==> src/rtl/conv_pkg.sv <==
// Shared constants for the 3x3 raster window generator.
//   PIX_W            default bits per pixel
//   WIN_W            bits in a flattened 3x3 window at the default PIX_W
//   IMG_W/H_DEF      default frame geometry
//   TAP_*            slice index k = 3*i + j of each tap in the flattened window,
//                    i = 0 is the oldest row (r-2), j = 0 is the oldest column (c-2)
package conv_pkg;

    localparam int unsigned PIX_W     = 8;
    localparam int unsigned WIN_W     = 9 * PIX_W;

    localparam int unsigned IMG_W_DEF = 256;
    localparam int unsigned IMG_H_DEF = 256;

    localparam int unsigned TAP_TL = 0;
    localparam int unsigned TAP_TC = 1;
    localparam int unsigned TAP_TR = 2;
    localparam int unsigned TAP_ML = 3;
    localparam int unsigned TAP_MC = 4;
    localparam int unsigned TAP_MR = 5;
    localparam int unsigned TAP_BL = 6;
    localparam int unsigned TAP_BC = 7;
    localparam int unsigned TAP_BR = 8;

endpackage

==> src/rtl/conv_window_gen_line_buffer.sv <==
// One image row of pixel storage, single clock.
// Read is combinational from i_addr, write lands on the clock edge, so a read and a write at
// the same address in one cycle return the old contents (read-before-write).
// Contents are deliberately not reset.
//   clk      system clock
//   i_we     write enable
//   i_addr   column index, shared by read and write
//   i_wdata  pixel to store
//   o_rdata  pixel currently stored at i_addr
module line_buffer #(
    parameter int unsigned DEPTH = 256,
    parameter int unsigned PIX_W = 8
) (
    input  logic                     clk,
    input  logic                     i_we,
    input  logic [$clog2(DEPTH)-1:0] i_addr,
    input  logic [PIX_W-1:0]         i_wdata,
    output logic [PIX_W-1:0]         o_rdata
);

    logic [PIX_W-1:0] r_mem [DEPTH];

    assign o_rdata = r_mem[i_addr];

    always_ff @(posedge clk) begin
        if (i_we) begin
            r_mem[i_addr] <= i_wdata;
        end
    end

endmodule

==> src/rtl/conv_window_gen.sv <==
// Raster-scan 3x3 window generator ("valid" convolution, no padding).
// Accepts one pixel per in_valid cycle in row-major order and, one cycle after accepting
// pixel (r,c) with r>=2 and c>=2, presents the 3x3 neighbourhood centred on (r-1,c-1).
//   clk, rst     clock and asynchronous active-high reset
//   in_valid     accept in_pixel this cycle
//   in_pixel     raster pixel
//   in_sof       start of frame, forces the accepted pixel to (0,0)
//   win_valid    single-cycle pulse: window/win_row/win_col are new
//   window       flattened window, tap k at [PIX_W*k +: PIX_W], k = 3*row + col
//   win_row/col  centre coordinates of the window
//   frame_done   pulses with the last window of a frame
module conv_window_gen #(
    parameter int unsigned IMG_W = conv_pkg::IMG_W_DEF,
    parameter int unsigned IMG_H = conv_pkg::IMG_H_DEF,
    parameter int unsigned PIX_W = 8
) (
    input  logic                     clk,
    input  logic                     rst,
    input  logic                     in_valid,
    input  logic [PIX_W-1:0]         in_pixel,
    input  logic                     in_sof,
    output logic                     win_valid,
    output logic [9*PIX_W-1:0]       window,
    output logic [$clog2(IMG_H)-1:0] win_row,
    output logic [$clog2(IMG_W)-1:0] win_col,
    output logic                     frame_done
);

    import conv_pkg::*;

    localparam int unsigned CW       = $clog2(IMG_W);
    localparam int unsigned RW       = $clog2(IMG_H);
    localparam int unsigned WIN_BITS = 9 * PIX_W;

    localparam logic [CW-1:0] COL_LAST = CW'(IMG_W - 1);
    localparam logic [RW-1:0] ROW_LAST = RW'(IMG_H - 1);

    // Position of the next pixel to be accepted
    logic [RW-1:0] r_row;
    logic [CW-1:0] r_col;

    // Position of the pixel on the input this cycle (in_sof overrides the counters)
    logic [RW-1:0] w_row;
    logic [CW-1:0] w_col;
    logic [RW-1:0] w_row_nxt;
    logic [CW-1:0] w_col_nxt;

    // Line buffer read data: LB0 holds row r-2, LB1 holds row r-1
    logic [PIX_W-1:0] w_lb0_rd;
    logic [PIX_W-1:0] w_lb1_rd;

    // Columns c-1 (c1) and c-2 (c2) of rows r-2 (top), r-1 (mid), r (bot)
    logic [PIX_W-1:0] r_c1_top, r_c1_mid, r_c1_bot;
    logic [PIX_W-1:0] r_c2_top, r_c2_mid, r_c2_bot;

    logic [WIN_BITS-1:0] w_window;
    logic                w_emit;
    logic                w_last;

    logic                r_win_valid;
    logic [WIN_BITS-1:0] r_window;
    logic [RW-1:0]       r_win_row;
    logic [CW-1:0]       r_win_col;
    logic                r_frame_done;

    always_comb begin
        w_row = in_sof ? '0 : r_row;
        w_col = in_sof ? '0 : r_col;

        if (w_col == COL_LAST) begin
            w_col_nxt = '0;
            w_row_nxt = (w_row == ROW_LAST) ? '0 : w_row + RW'(1);
        end else begin
            w_col_nxt = w_col + CW'(1);
            w_row_nxt = w_row;
        end

        // Row >= 2 guarantees both line buffers hold rows of this frame
        w_emit = in_valid && (w_row >= RW'(2)) && (w_col >= CW'(2));
        w_last = (w_row == ROW_LAST) && (w_col == COL_LAST);
    end

    always_comb begin
        w_window = '0;
        w_window[PIX_W*TAP_TL +: PIX_W] = r_c2_top;
        w_window[PIX_W*TAP_TC +: PIX_W] = r_c1_top;
        w_window[PIX_W*TAP_TR +: PIX_W] = w_lb0_rd;
        w_window[PIX_W*TAP_ML +: PIX_W] = r_c2_mid;
        w_window[PIX_W*TAP_MC +: PIX_W] = r_c1_mid;
        w_window[PIX_W*TAP_MR +: PIX_W] = w_lb1_rd;
        w_window[PIX_W*TAP_BL +: PIX_W] = r_c2_bot;
        w_window[PIX_W*TAP_BC +: PIX_W] = r_c1_bot;
        w_window[PIX_W*TAP_BR +: PIX_W] = in_pixel;
    end

    // Row r-1 moves down into LB0 as the current pixel replaces it in LB1
    line_buffer #(
        .DEPTH (IMG_W),
        .PIX_W (PIX_W)
    ) u_lb1 (
        .clk     (clk),
        .i_we    (in_valid),
        .i_addr  (w_col),
        .i_wdata (in_pixel),
        .o_rdata (w_lb1_rd)
    );

    line_buffer #(
        .DEPTH (IMG_W),
        .PIX_W (PIX_W)
    ) u_lb0 (
        .clk     (clk),
        .i_we    (in_valid),
        .i_addr  (w_col),
        .i_wdata (w_lb1_rd),
        .o_rdata (w_lb0_rd)
    );

    always_ff @(posedge clk or posedge rst) begin
        if (rst) begin
            r_row        <= '0;
            r_col        <= '0;
            r_c1_top     <= '0;
            r_c1_mid     <= '0;
            r_c1_bot     <= '0;
            r_c2_top     <= '0;
            r_c2_mid     <= '0;
            r_c2_bot     <= '0;
            r_win_valid  <= 1'b0;
            r_window     <= '0;
            r_win_row    <= '0;
            r_win_col    <= '0;
            r_frame_done <= 1'b0;
        end else if (in_valid) begin
            r_row        <= w_row_nxt;
            r_col        <= w_col_nxt;
            // Columns 0/1 of a row refill the shift stages before the first emission at c=2,
            // so leftovers from the previous row never reach a window.
            r_c2_top     <= r_c1_top;
            r_c2_mid     <= r_c1_mid;
            r_c2_bot     <= r_c1_bot;
            r_c1_top     <= w_lb0_rd;
            r_c1_mid     <= w_lb1_rd;
            r_c1_bot     <= in_pixel;
            r_win_valid  <= w_emit;
            r_frame_done <= w_emit && w_last;
            if (w_emit) begin
                r_window  <= w_window;
                r_win_row <= w_row - RW'(1);
                r_win_col <= w_col - CW'(1);
            end
        end else begin
            r_win_valid  <= 1'b0;
            r_frame_done <= 1'b0;
        end
    end

    assign win_valid  = r_win_valid;
    assign window     = r_window;
    assign win_row    = r_win_row;
    assign win_col    = r_win_col;
    assign frame_done = r_frame_done;

endmodule
==> config.mk <==
export PLATFORM = sky130hd
export DESIGN_NAME = conv_window_gen
export DESIGN_NICKNAME = d
export VERILOG_FILES = /design/src/rtl/conv_pkg.sv /design/src/rtl/conv_window_gen_line_buffer.sv /design/src/rtl/conv_window_gen.sv
export SDC_FILE = /design/constraint.sdc
export NUM_CORES = 2
export LEC_CHECK = 0
export BUFFER_PORTS_ARGS = -buffer_cell sky130_fd_sc_hd__buf_2
export CAP_MARGIN = 20
export CORE_UTILIZATION = 35
export CTS_CLUSTER_DIAMETER = 100
export DETAILED_ROUTE_END_ITERATION = 7
export REMOVE_ABC_BUFFERS = 1
export SETUP_SLACK_MARGIN = 0.02
export SLEW_MARGIN = 40
export SYNTH_ARGS = -nofsm -noshare
export SYNTH_HDL_FRONTEND = slang
export SYNTH_HIERARCHICAL = 1
export SYNTH_SLANG_ARGS = --single-unit
==> constraint.sdc <==
create_clock -name clk -period 7.6 [get_ports clk]
set_input_delay 1.14 -clock clk [delete_from_list [all_inputs] [get_ports clk]]
set_output_delay 1.14 -clock clk [all_outputs]
set_load 0.01 [all_outputs]
==> key figures <==
Worst setup path
  • CP cell instances: buf_2, inv_1, nand2_1, inv_12, buf_12, buf_4, mux4_2, a22oi_1, a21oi_1, o41ai_2, buf_2, buf_4, nand4_1, buf_4, buf_12, buf_16, mux2_2
  • Reg2Reg Setup Slack: 1.81 ns
  • Worst path bufs/invs: 10
  • Crit path largest cell delay: around 0.57 ns
  • Crit path depth: 17
  • CP Class: primary input to flip-flop
  • Crit-path leading delay family: buffers and inverters
  • Reg2Reg Depth: 15
  • Crit-path most repeated cell: buf_4
  • CP startpoint: in_sof
  • CP Capture Type: flip-flop
  • Worst reg2reg path startpoint: r_col[0]
  • Required time worst endpoint: approximately 8.4 ns
  • Crit path max fanout: 131
  • CP max-delay cell: mux4_2
  • Worst setup path end: window[42]
  • Worst Setup Start Kind: primary input
  • Critical R2R Capture: window[42]
  • Worst Path Arrival: 6.91 ns

Synth
  • Top cells by area, synth: edfxtp_1 (75%), mux4_2 (14%), dfrtp_1 (2.4%), a22oi_1 (2.4%), nor2_1 (1.1%)
  • Sequential element share of the synthesized area: 77.7%
  • Number of synthesized flops with an enable pin: roughly 4,100
  • Post-synthesis register bit count: around 4,300
  • Largest area contributor in the netlist: edfxtp_1
  • Yosys cell types: roughly 60
  • Synth top area share: 75.3%
  • Synth async-reset ratio: 3.62%
  • Syn avg cell area: approximately 22 um2
  • Synth warn: 6
  • Synth Flop Type: edfxtp_1
  • Mapped Cells: 7,555
  • Mapped cell area: 163,000 um2

STA
  • RSZ-0062 raised after global routing: false
  • Setup Viol. Count Final: 0
  • Slew HR: 36.5%
  • Worst hold slack: 0.256 ns
  • Final min period: 6.07 ns
  • FMAX: 165 MHz
  • Tcrit/Tclk final: approximately 80%
  • Tightest Pin Transition: 0.940 ns
  • Slew Limit Fails: 0
  • Clock Skews: 0.0912 ns
  • Final Hold Fails: 0

Clock tree
  • TritonCTS clock tree: built
  • Clock sink count: 4,250
  • Clock transition at path regs: 0.06 ns
  • Total CTS buffers: 418
  • Later-pin clock latency in the skew report: 1.01 ns
  • Root buf cell: clkbuf_16
  • H-tree depth: 5
  • Post-CTS sizing: 0
  • CTS max path bufs: 4
  • # hold bufs at CTS: 0
  • Post-CTS Setup Bufs: 0

Detailed routing
  • First drt pass iteration count: 5
  • Drt wl/cell: ~29 um
  • DRT iter0 DRCs: 8,894
  • Final ANT Viol Nets: 0
  • Routed via count: between 70,000 and 80,000
  • Final Routed Wirelength: around 410 mm
  • DRC: 0
  • Vias/cell: 5.54

Placement
  • RD Place Congestion: 0.809
  • Cells after DPL: 13,600
  • Port bufs: approximately 100
  • Detailed placement HPWL: 247 mm

Global routing
  • Global-route wire length before repair: between 500 and 600 mm
  • Largest net degree at the start of global routing: 208
  • All-Layer GR Usage: about 17%
  • Initial antenna violation count: 10
  • Vias in the first global route: 80,900
  • Total grt overflow: 0

Cells and area
  • Fillers: 40,300
  • Register Area: 127,000 um2
  • Non-Filler Instances: 14,400
  • Synth-to-layout area growth: 14.5%
  • Nets: 7,915
  • Share of cells above drive strength 1: around 29%
  • Area of the multi-input gates: 34,900 um2

Power
  • Pwr/cell area: 274 nW/um2
  • Worst vdd ir: around 0.00023 V
  • Leakage power: roughly 0.056 uW

Hold path
  • HP Class: primary input to async pin

Die
  • Core area: 464,000 um2
  • Starting density of the core: 35.2%
  • Die width: 685 um
  • Die Y: 685 um
  • Row count: 250
  • # IOs: 102
  • Die area: approximately 470,000 um2

Flow run
  • Max-cap violations: 0

Run status
  • Status: completed
synthesized netlist by cell type, types with 4 or more instances:
cell type and instances:
a22oi_1 512, or2_2 4, nand3_1 33, and3_1 4
dfrtp_1 154, buf_6 42, nand2b_1 12, and2_1 7
nor2b_1 22, mux2i_1 6, clkbuf_1 296, mux2_1 19
buf_4 36, a31oi_1 4, a21oi_1 262, o21ai_0 9
nand2_1 78, mux2_2 113, buf_2 79, nor4_1 6
nor2_1 475, nor3_1 68, buf_1 41, edfxtp_1 4096
nand4_1 18, o41ai_1 64, inv_1 18, mux4_2 1024
a21o_1 4, ha_1 6
cells by family after synthesis:
group	count (synthesis)	synth area share, %
DFF	4250	77.7
buffers and inverters	514	1.52
muxes	1162	15.1
xor gates and xnor gates	5	0.0268
adders and majority gates	6	0.0460
and+or+nand+nor	744	1.97
AOI/OAI and AO/OA	874	3.66
how the worst min path moves through the flow:
stage / from / endpoint / slack, ns / depth (start not counted)
3_5_place_dp: window[58] / window[58] / 0.48 / 1
5_1_grt: rst / window[38] / 0.27 / 2
2_1_floorplan: r_c2_mid[1] / window[25] / 0.45 / 1
4_1_cts: rst / window[38] / 0.26 / 2
3_3_place_gp: window[65] / window[65] / 0.47 / 1
6_report: rst / window[39] / 0.26 / 2
power by group:
| group | total [uW] | internal [uW] | switching [uW] |
|---|---|---|---|
| logic | 4260 | 1580 | 2690 |
| registers | 26900 | 26600 | 263 |
| clock network | 20100 | 11300 | 8810 |
| total | 51300 | 39500 | 11800 |
stage by stage:
stage | area, um2 | utilization, % | TNS [ns] | worst slack (ns) | total power (uW)
after global placement | 172000 | 37.1 | -0.215 | -0.108 | 31500
after detailed placement | 173000 | 37.3 | 0 | 0.696 | 31700
after CTS | 186000 | 40.1 | 0 | 1.69 | 51700
final | 187000 | 40.3 | 0 | 1.53 | 51300
after floorplan | 161000 | - | - | -38.34 | 33200
after global routing | 187000 | 40.3 | 0 | 1.40 | 52800
per-layer routing:
metal  share of wire [%]  up-vias  track usage [%]
met1                  41    43300             23.8
met5              0.0065        -                0
li1                    -    32600                -
met3                 7.0      654             2.54
met2                  49     3331             28.1
met4                 3.6        4             5.96
cells in the final DEF, fill, tap and decap left out, types with 12 or more instances in the layout:
| cell type | netlist | routed |
|---|---|---|
| edfxtp_1 | 4096 | 4096 |
| mux4_2 | 1024 | 1024 |
| a22oi_1 | 512 | 512 |
| clkbuf_16 | 0 | 419 |
| a21oi_1 | 262 | 262 |
| nor2_1 | 475 | 255 |
| buf_4 | 36 | 236 |
| nor2_2 | 1 | 218 |
| dfrtp_1 | 154 | 154 |
| mux2_2 | 113 | 113 |
| clkbuf_1 | 296 | 98 |
| clkinv_1 | 1 | 96 |
| buf_2 | 79 | 96 |
| nand2_1 | 78 | 69 |
| clkinv_2 | 0 | 57 |
| nor3_1 | 68 | 53 |
| buf_12 | 0 | 53 |
| o41ai_1 | 64 | 48 |
| nand3_1 | 33 | 29 |
| bufinv_16 | 0 | 28 |
| clkbuf_8 | 0 | 20 |
| mux2_1 | 19 | 19 |
| nand4_1 | 18 | 18 |
| buf_16 | 0 | 18 |
| o41ai_2 | 0 | 16 |
| inv_1 | 18 | 14 |
| nor2b_1 | 22 | 12 |
| nor3_2 | 0 | 12 |
layout make-up:
class,instances,area share [%]
inverters,19,0.0556
flip-flops and latches,4250,67.9
clock buffers,537,5.95
diodes,9,0.0121
well taps,6174,4.13
repair buffers,417,2.14
multi-input cells,2791,18.7
clock inverters,230,1.18
No activity file was read; power rests on OpenSTA's default activity.
